`src/rtl/checkpoint_emitter.sv`:
```
// Checkpoint emitter: turns per-task completion pulses into single-beat signature writes.
// Optional macro CP_EMIT_ROUND_ROBIN_EN selects round-robin arbitration instead of fixed priority.
module checkpoint_emitter #(
    parameter logic [31:0] SIGNATURE_ADDR  = 32'h00070000,
    parameter logic [31:0] SIGNATURE_TASK1 = 32'hCAFEAAA1,
    parameter logic [31:0] SIGNATURE_TASK2 = 32'hCAFEAAA2,
    parameter logic [31:0] SIGNATURE_TASK3 = 32'hCAFEAAA3,
    parameter logic [31:0] SIGNATURE_TASK4 = 32'hCAFEAAA4
) (
    input  logic        clk,
    input  logic        rst,
    input  logic [3:0]  task_done_i,
    input  logic        cp_ready_i,
    output logic        cp_valid_o,
    output logic [31:0] checkpoint_addr_o,
    output logic [31:0] checkpoint_data_o,
    output logic [3:0]  pending_o,
    output logic        overflow_o,
    output logic [7:0]  drop_cnt_o
);

    localparam logic [1:0] ST_IDLE  = 2'd0;
    localparam logic [1:0] ST_ISSUE = 2'd1;
    localparam logic [1:0] ST_GAP   = 2'd2;

    logic [1:0]  state_q, state_d;
    logic        valid_q, valid_d;
    logic [31:0] addr_q, addr_d;
    logic [31:0] data_q, data_d;
    logic [3:0]  pending_q, pending_d;
    logic        overflow_q, overflow_d;
    logic [7:0]  drop_cnt_q, drop_cnt_d;
    logic [3:0]  clr;
    logic [3:0]  drop_vec;
    logic        sel_found;
    logic [1:0]  sel_idx;
`ifdef CP_EMIT_ROUND_ROBIN_EN
    logic [1:0]  last_q, last_d;
    logic [1:0]  cand;
`endif

    function automatic logic [31:0] sig_for(input logic [1:0] idx);
        case (idx)
            2'd0:    sig_for = SIGNATURE_TASK1;
            2'd1:    sig_for = SIGNATURE_TASK2;
            2'd2:    sig_for = SIGNATURE_TASK3;
            default: sig_for = SIGNATURE_TASK4;
        endcase
    endfunction

    function automatic logic [7:0] sat_add(input logic [7:0] base, input logic [3:0] hits);
        logic [8:0] sum;
        logic [2:0] n;
        n   = 3'(hits[0]) + 3'(hits[1]) + 3'(hits[2]) + 3'(hits[3]);
        sum = {1'b0, base} + 9'(n);
        sat_add = sum[8] ? 8'hFF : sum[7:0];
    endfunction

    always_comb begin
        sel_found = 1'b0;
        sel_idx   = 2'd0;
`ifdef CP_EMIT_ROUND_ROBIN_EN
        // Search starts at the task after the one issued last.
        cand = 2'd0;
        for (int i = 0; i < 4; i++) begin
            cand = last_q + 2'(i + 1);
            if (!sel_found && pending_q[cand]) begin
                sel_found = 1'b1;
                sel_idx   = cand;
            end
        end
`else
        for (int i = 3; i >= 0; i--) begin
            if (pending_q[i]) begin
                sel_found = 1'b1;
                sel_idx   = 2'(i);
            end
        end
`endif
    end

    always_comb begin
        state_d = state_q;
        valid_d = valid_q;
        addr_d  = addr_q;
        data_d  = data_q;
        clr     = 4'b0000;
`ifdef CP_EMIT_ROUND_ROBIN_EN
        last_d  = last_q;
`endif
        case (state_q)
            ST_ISSUE: begin
                if (cp_ready_i) begin
                    state_d = ST_GAP;
                    valid_d = 1'b0;
                    addr_d  = 32'h0;
                    data_d  = 32'h0;
                end
            end
            default: begin
                // IDLE and GAP both arbitrate; GAP exists only to force one idle bus cycle.
                state_d = ST_IDLE;
                valid_d = 1'b0;
                addr_d  = 32'h0;
                data_d  = 32'h0;
                if (sel_found) begin
                    state_d      = ST_ISSUE;
                    valid_d      = 1'b1;
                    addr_d       = SIGNATURE_ADDR;
                    data_d       = sig_for(sel_idx);
                    clr[sel_idx] = 1'b1;
`ifdef CP_EMIT_ROUND_ROBIN_EN
                    last_d       = sel_idx;
`endif
                end
            end
        endcase

        // A pulse coinciding with selection re-arms the bit instead of counting as lost.
        drop_vec   = task_done_i & pending_q & ~clr;
        pending_d  = (pending_q & ~clr) | task_done_i;
        overflow_d = overflow_q | (|drop_vec);
        drop_cnt_d = sat_add(drop_cnt_q, drop_vec);
    end

    always_ff @(posedge clk) begin
        if (!rst) begin
            state_q    <= ST_IDLE;
            valid_q    <= 1'b0;
            addr_q     <= 32'h0;
            data_q     <= 32'h0;
            pending_q  <= 4'b0000;
            overflow_q <= 1'b0;
            drop_cnt_q <= 8'h00;
`ifdef CP_EMIT_ROUND_ROBIN_EN
            last_q     <= 2'd3;
`endif
        end else begin
            state_q    <= state_d;
            valid_q    <= valid_d;
            addr_q     <= addr_d;
            data_q     <= data_d;
            pending_q  <= pending_d;
            overflow_q <= overflow_d;
            drop_cnt_q <= drop_cnt_d;
`ifdef CP_EMIT_ROUND_ROBIN_EN
            last_q     <= last_d;
`endif
        end
    end

    assign cp_valid_o        = valid_q;
    assign checkpoint_addr_o = addr_q;
    assign checkpoint_data_o = data_q;
    assign pending_o         = pending_q;
    assign overflow_o        = overflow_q;
    assign drop_cnt_o        = drop_cnt_q;

endmodule

```
`config.mk`:
```
export PLATFORM = sky130hd
export DESIGN_NAME = checkpoint_emitter
export DESIGN_NICKNAME = d
export VERILOG_FILES = /design/src/rtl/checkpoint_emitter.sv
export SDC_FILE = /design/constraint.sdc
export NUM_CORES = 1
export LEC_CHECK = 0
export BUFFER_PORTS_ARGS = -buffer_cell sky130_fd_sc_hd__buf_2
export CORE_MARGIN = 5
export CORE_UTILIZATION = 47
export CTS_BUF_LIST = sky130_fd_sc_hd__clkbuf_8
export DETAILED_ROUTE_END_ITERATION = 10
export PLACE_DENSITY = 0.88
export SYNTH_ARGS = -nofsm -noshare
export SYNTH_HDL_FRONTEND = slang
export SYNTH_SLANG_ARGS = --single-unit
```
`constraint.sdc`:
```
create_clock -name clk -period 7.25 [get_ports clk]
set_clock_uncertainty 0.05 [all_clocks]
set_input_delay 0.3625 -clock clk [delete_from_list [all_inputs] [get_ports clk]]
set_output_delay 0.3625 -clock clk [all_outputs]
set_load 0.02 [all_outputs]
```
# Word-level counts from Yosys, hierarchy flattened

Cells that the tools add are included.

Mux-type cells: 25
Bitwise logic cells: 6
Reduce and logical (&&, ||, !) cells: 3
Shift operators: 0
Multiply operators: 0
Divide/modulo/power cells: 0
Add/subtract/negate cells: 4
Order comparisons: 2
Equality and inequality tests: 4

Operators with widths:

| operator           | number |
|---|---|
| $mux 32            | 4 |
| $mux 19            | 1 |
| $and 4x4->4        | 3 |
| $mux 2             | 6 |
| $add 8x3->9        | 1 |
| $mux 1             | 9 |
| $pmux 3 s3         | 1 |
| $mux 4             | 2 |
| $mux 8             | 1 |
| $eq 2x1->1 const B | 2 |
| $not 4->4          | 1 |
| $or 4x4->4         | 1 |
| $reduce_or 4->1    | 1 |
| $add 2x1->3        | 1 |
| $add 3x1->3        | 1 |
| $lt 2x3->1 const B | 1 |
| $add 1x1->2        | 1 |
| $demux 1 s2        | 1 |
| $eq 2x2->1 const B | 1 |
| $ge 2x1->1 const B | 1 |
| $logic_not 2->1    | 1 |
| $ne 2x2->1 const B | 1 |
| $logic_and 1x1->1  | 1 |
| $or 1x1->1         | 1 |

Latch bits: 0
RAM bits: 0
ROM bits: 0
Logic and storage cells: 51
Memories kept: 0
Register bits: 80

# Depth between registers and ports, before layout

Depth after elaboration: 17
Gate-level depth with buffers: 13
Depth with buffers taken out: 13

# Worst setup path before layout

OpenSTA, ideal clock, no wires.

Path kind: register -> register
From: register state_q[0]
To: register drop_cnt_q[7], in the netlist drop_cnt_o[7]
Path buffers: 0
Setup slack: 3.748 ns
Stages on the path, launching flop included: 12
Clock period less this slack: 3.502 ns
Data arrival time: 3.336 ns
Setup time: 0.116 ns
Data required time: 7.084 ns
Path through: dfxtp_1 -> nand2b_1 -> nand2_1 -> nand3_1 -> fa_1 -> fa_1 -> inv_1 -> fa_1 -> and3_4 -> and2_4 -> or4b_1 -> o211a_1

Word-level cells in the longest chain between the ends: 9

RTL lines:

| what                     | RTL line | text |
|---|---|---|
| start: declaration       | 26       | `logic [1:0] state_q, state_d;` |
| start signal: assignment | 139      | `state_q <= state_d;` |
| $eq 2x1->1 *             | 91       | `case (state_q)` |
| $mux 4 *                 | 91       |  |
| $not 4->4 *              | 120      | `drop_vec = task_done_i & pending_q & ~clr;` |
| $and 4x4->4 *            | 120      |  |
| $add 1x1->2              | 54       | `n = 3'(hits[0]) + 3'(hits[1]) + 3'(hits[2]) + 3'(hits[3]);` |
| $add 2x1->3              | 54       |  |
| $add 3x1->3 *            | 54       |  |
| $add 8x3->9 *            | 55       | `sum = {1'b0, base} + 9'(n);` |
| $mux 8 *                 | 56       | `sat_add = sum[8] ? 8'hFF : sum[7:0];` |
| end signal: assignment   | 145      | `drop_cnt_q <= drop_cnt_d;` |
| end: declaration         | 32       | `logic [7:0] drop_cnt_q, drop_cnt_d;` |

Every way passes the cells marked *; elsewhere a longest branch is shown, timed or not.
A chain may end at the register's enable or synchronous reset.

# Worst setup path in the final report

From: register pending_q[0], in the netlist pending_o[0]
To: register drop_cnt_q[7], in the netlist drop_cnt_o[7]

Word-level cells in the longest chain between the ends: 14
Elaborated cells on any way between the ends: 17
Those cells by class: add/sub: 4; order compare: 2; mux: 7; bitwise: 3; reduce/logical: 1

RTL lines:

| what                                                           | RTL line | text |
|---|---|---|
| start: declaration                                             | 30       | `logic [3:0] pending_q, pending_d;` |
| start signal: assignment                                       | 143      | `pending_q <= pending_d;` |
| $mux 2                                                         | 74       | `if (pending_q[i]) begin` |
| $lt 2x3->1 (not written as such) or $ge 2x1->1 (tied branches) | 111      | `clr[sel_idx] = 1'b1;` |
| $logic_and 1x1->1 (not written as such)                        | 111      |  |
| $mux 1 (not written as such)                                   | 111      |  |
| $demux 1 s2                                                    | 111      |  |
| $mux 4                                                         | 106      | `if (sel_found) begin` |
| $mux 4                                                         | 91       |  |
| $not 4->4                                                      | 120      |  |
| $and 4x4->4 *                                                  | 120      |  |
| $add 1x1->2                                                    | 54       |  |
| $add 2x1->3                                                    | 54       |  |
| $add 3x1->3 *                                                  | 54       |  |
| $add 8x3->9 *                                                  | 55       |  |
| $mux 8 *                                                       | 56       |  |

Marks and branches as above.

==> results_dict.tcl <==
set metrics [dict create \
    outcome "complete, no violations" \
    tns_ns 0 \
    start_kind "flip-flop" \
    hold_violations 0 \
    fp.dieH_um 62.5 \
    routed_via_density 4.51 \
    grt_setup_unrepaired "no" \
    h-tree-depth 1 \
    postCtsResizedCells 0 \
    synth-simple-area-share_pct 13.1 \
    met1_usage_pct 11.9 \
    clkLatencyLatePin_ns 0.26 \
    design.core.area_mm2 0.00269 \
    drv_cap 0 \
    synthArstFlopShare_pct 0 \
    crit_family "adder cells" \
    io_pins 85 \
    crit_buf_inv 1 \
    max_clock_freq_mhz 270 \
    antenna_found_initial 0 \
    final_cell_mix "43 x buf_2, 41 x conb_1, 18 x dfxtp_1" \
    path_common_cell "fa_1" \
    synth-adder-area-share_pct 7.54 \
    setup_violations 0 \
    finalCritPeriodShare_pct 51.1 \
    synth_cell_type_count 30 \
    cts_buffers 3 \
    cp_slowest_cell "fa_1" \
    clock-root-buffer "clkbuf_8" \
    drcViolationCount 0 \
    use_met3_pct 7.01 \
    initial_core_util_pct 48.2 \
    cts_tree "yes" \
    num_antenna_cells 0 \
    fin_crit_ns 3.71 \
    grt_pass1_vias 889 \
    cts_setup_buffers 0 \
    clk_pin_slew_ns 0.07 \
    synth_top_family_by_area "buffers and inverters" \
    ys_warn_count 0 \
    finalMaxSlewViolations 0 \
    synth_mux_area_share_pct 0 \
    hold_path_class "in -> reg" \
    cp_max_fo 7 \
    firstDrtPassIters 4 \
    wl_per_cell_um 12.2 \
    ant_nets 0 \
    max_stage_delay_ns 0.56 \
    p_leak_nw 0.724 \
    grt_use_met2_pct 21.8 \
    port_buffers 43 \
    critPathRequiredTime_ns 7.35 \
    hpwl_um 2060 \
    final_common_cell "buf_2" \
    grt_max_degree 24 \
    area_growth_pct -0.193 \
    worstPathArrival_ns 3.81 \
    grt_pass1_wl_um 4080 \
    vias 947 \
    cts.sinks 18 \
    synth_seq_cells 18 \
    synth-edff-count 0 \
    drt_iter0_markers 38 \
    synth_top_flop_cell "dfxtp_1" \
    grt.total_usage_pct 12.7 \
    synth_seq_area_share_pct 27.9 \
    die_w_um 62.5 \
    clk_path_buf_depth 2 \
    synthCells 154 \
    final_cells 210 \
    final_nets 193 \
    endpoint_kind "flip-flop" \
    cp_cell_sequence "nor2_1, o21ai_0, ha_1, nand2_1, nand3_1, fa_1, fa_1, inv_1, fa_1, and3_4, and2_4, or4b_1, o211a_1" \
    irDropWorstVdd_uv 133 \
    globalplace.congestion 0.810 \
    core.rowCount 19 \
    power.density_mw_per_mm2 231 \
    drive_gt1_share_pct 27.9 \
    overflow 0 \
    syn_avg_cell_area_um2 8.40 \
    crit_type "reg -> reg" \
    netlist_area_mm2 0.00129 \
    cts_hold_buf 0 \
    drt-total-wl_um 2560 \
    top_usage_layer "met2" \
    synth_xor_area_share_pct 2.03 \
    die-area_mm2 0.00390 \
    dp_cells 206 \
    synth_compound_gate_area_share_pct 11.2 \
]
-- routing by layer --
layer  vias to the layer above  part of all wire, %
li1                        456                    -
met1                       424                   35
met2                        60                   50
met3                         7                   13
met4                         0                  2.1
met5                         -                    0
-- cell families (layout without fill, tap and decap cells) --
group,count (synthesis),in the layout
AOI/OAI and AO/OA,24,24
other,1,41
adders and majority gates,6,6
DFF,18,18
xor gates and xnor gates,3,3
buffers and inverters,70,55
and+or+nand+nor,32,32
-- sequential cells by signal, summed over array words and instances, names as in the netlist --
name,count
drop_cnt_o,8
pending_o,4
state_q,2
checkpoint_data_o,3
overflow_o,1
-- path summary, 6_finish.rpt --
path                            slack, ns  cells after the start                 start                   end
worst min register to register       0.45                      2  checkpoint_data_o[1]  checkpoint_data_o[1]
worst min-delay path                 0.30                      3        task_done_i[3]          pending_o[3]
worst max-delay path                 3.54                     13          pending_o[0]         drop_cnt_o[7]
worst max register to register       3.54                     13          pending_o[0]         drop_cnt_o[7]
-- cells in the mapped netlist (all sizes together), types with 2 or more instances --
library cell	number	share of area, %
nor2b	3	1.5
a22oi	3	1.7
nor2	12	3.5
o21ai	4	1.5
xor2	2	1.4
buf	61	35
ha	3	2.9
a21oi	11	4.3
nand3	4	1.5
fa	3	4.6
and3	2	1.4
dfxtp	18	28
a31oi	2	0.97
nand2	4	1.2
inv	8	2.3
-- tightest hold or removal path, cell delays in order --
cell and delay [ns]:
buf_2 0.10, a21oi_1 0.04, nor2_1 0.07
-- final cells by class --
class,count,area [um^2]
Fill cell,270,1400
Multi-Input combinational cell,106,592
Sequential cell,18,360
Timing Repair Buffer,43,215
Clock buffer,4,55.1
Tap cell,31,38.8
Inverter,8,30.0
-- metrics by stage --
step | worst slack (ns) | instance area (um^2) | hold WS, ns | utilization (%) | total power, W
2_1_floorplan | 3.75 | 1440 | 0.430 | - | 0.000223
3_3_place_gp | 3.82 | 1240 | 0.432 | 46.0 | 0.000215
3_5_place_dp | 3.68 | 1240 | 0.434 | 46.0 | 0.000218
4_1_cts | 3.58 | 1290 | 0.299 | 48.1 | 0.000299
5_1_grt | 3.37 | 1290 | 0.303 | 48.1 | 0.000312
6_report | 3.54 | 1290 | 0.297 | 48.1 | 0.000298
-- where the power goes --
part           switching [W]   total, W  internal, W
registers         0.00000845   0.000115     0.000107
logic              0.0000734   0.000101    0.0000278
clock network      0.0000331  0.0000814    0.0000483
total               0.000115   0.000298     0.000183
No activity file was read; power rests on OpenSTA's default activity.
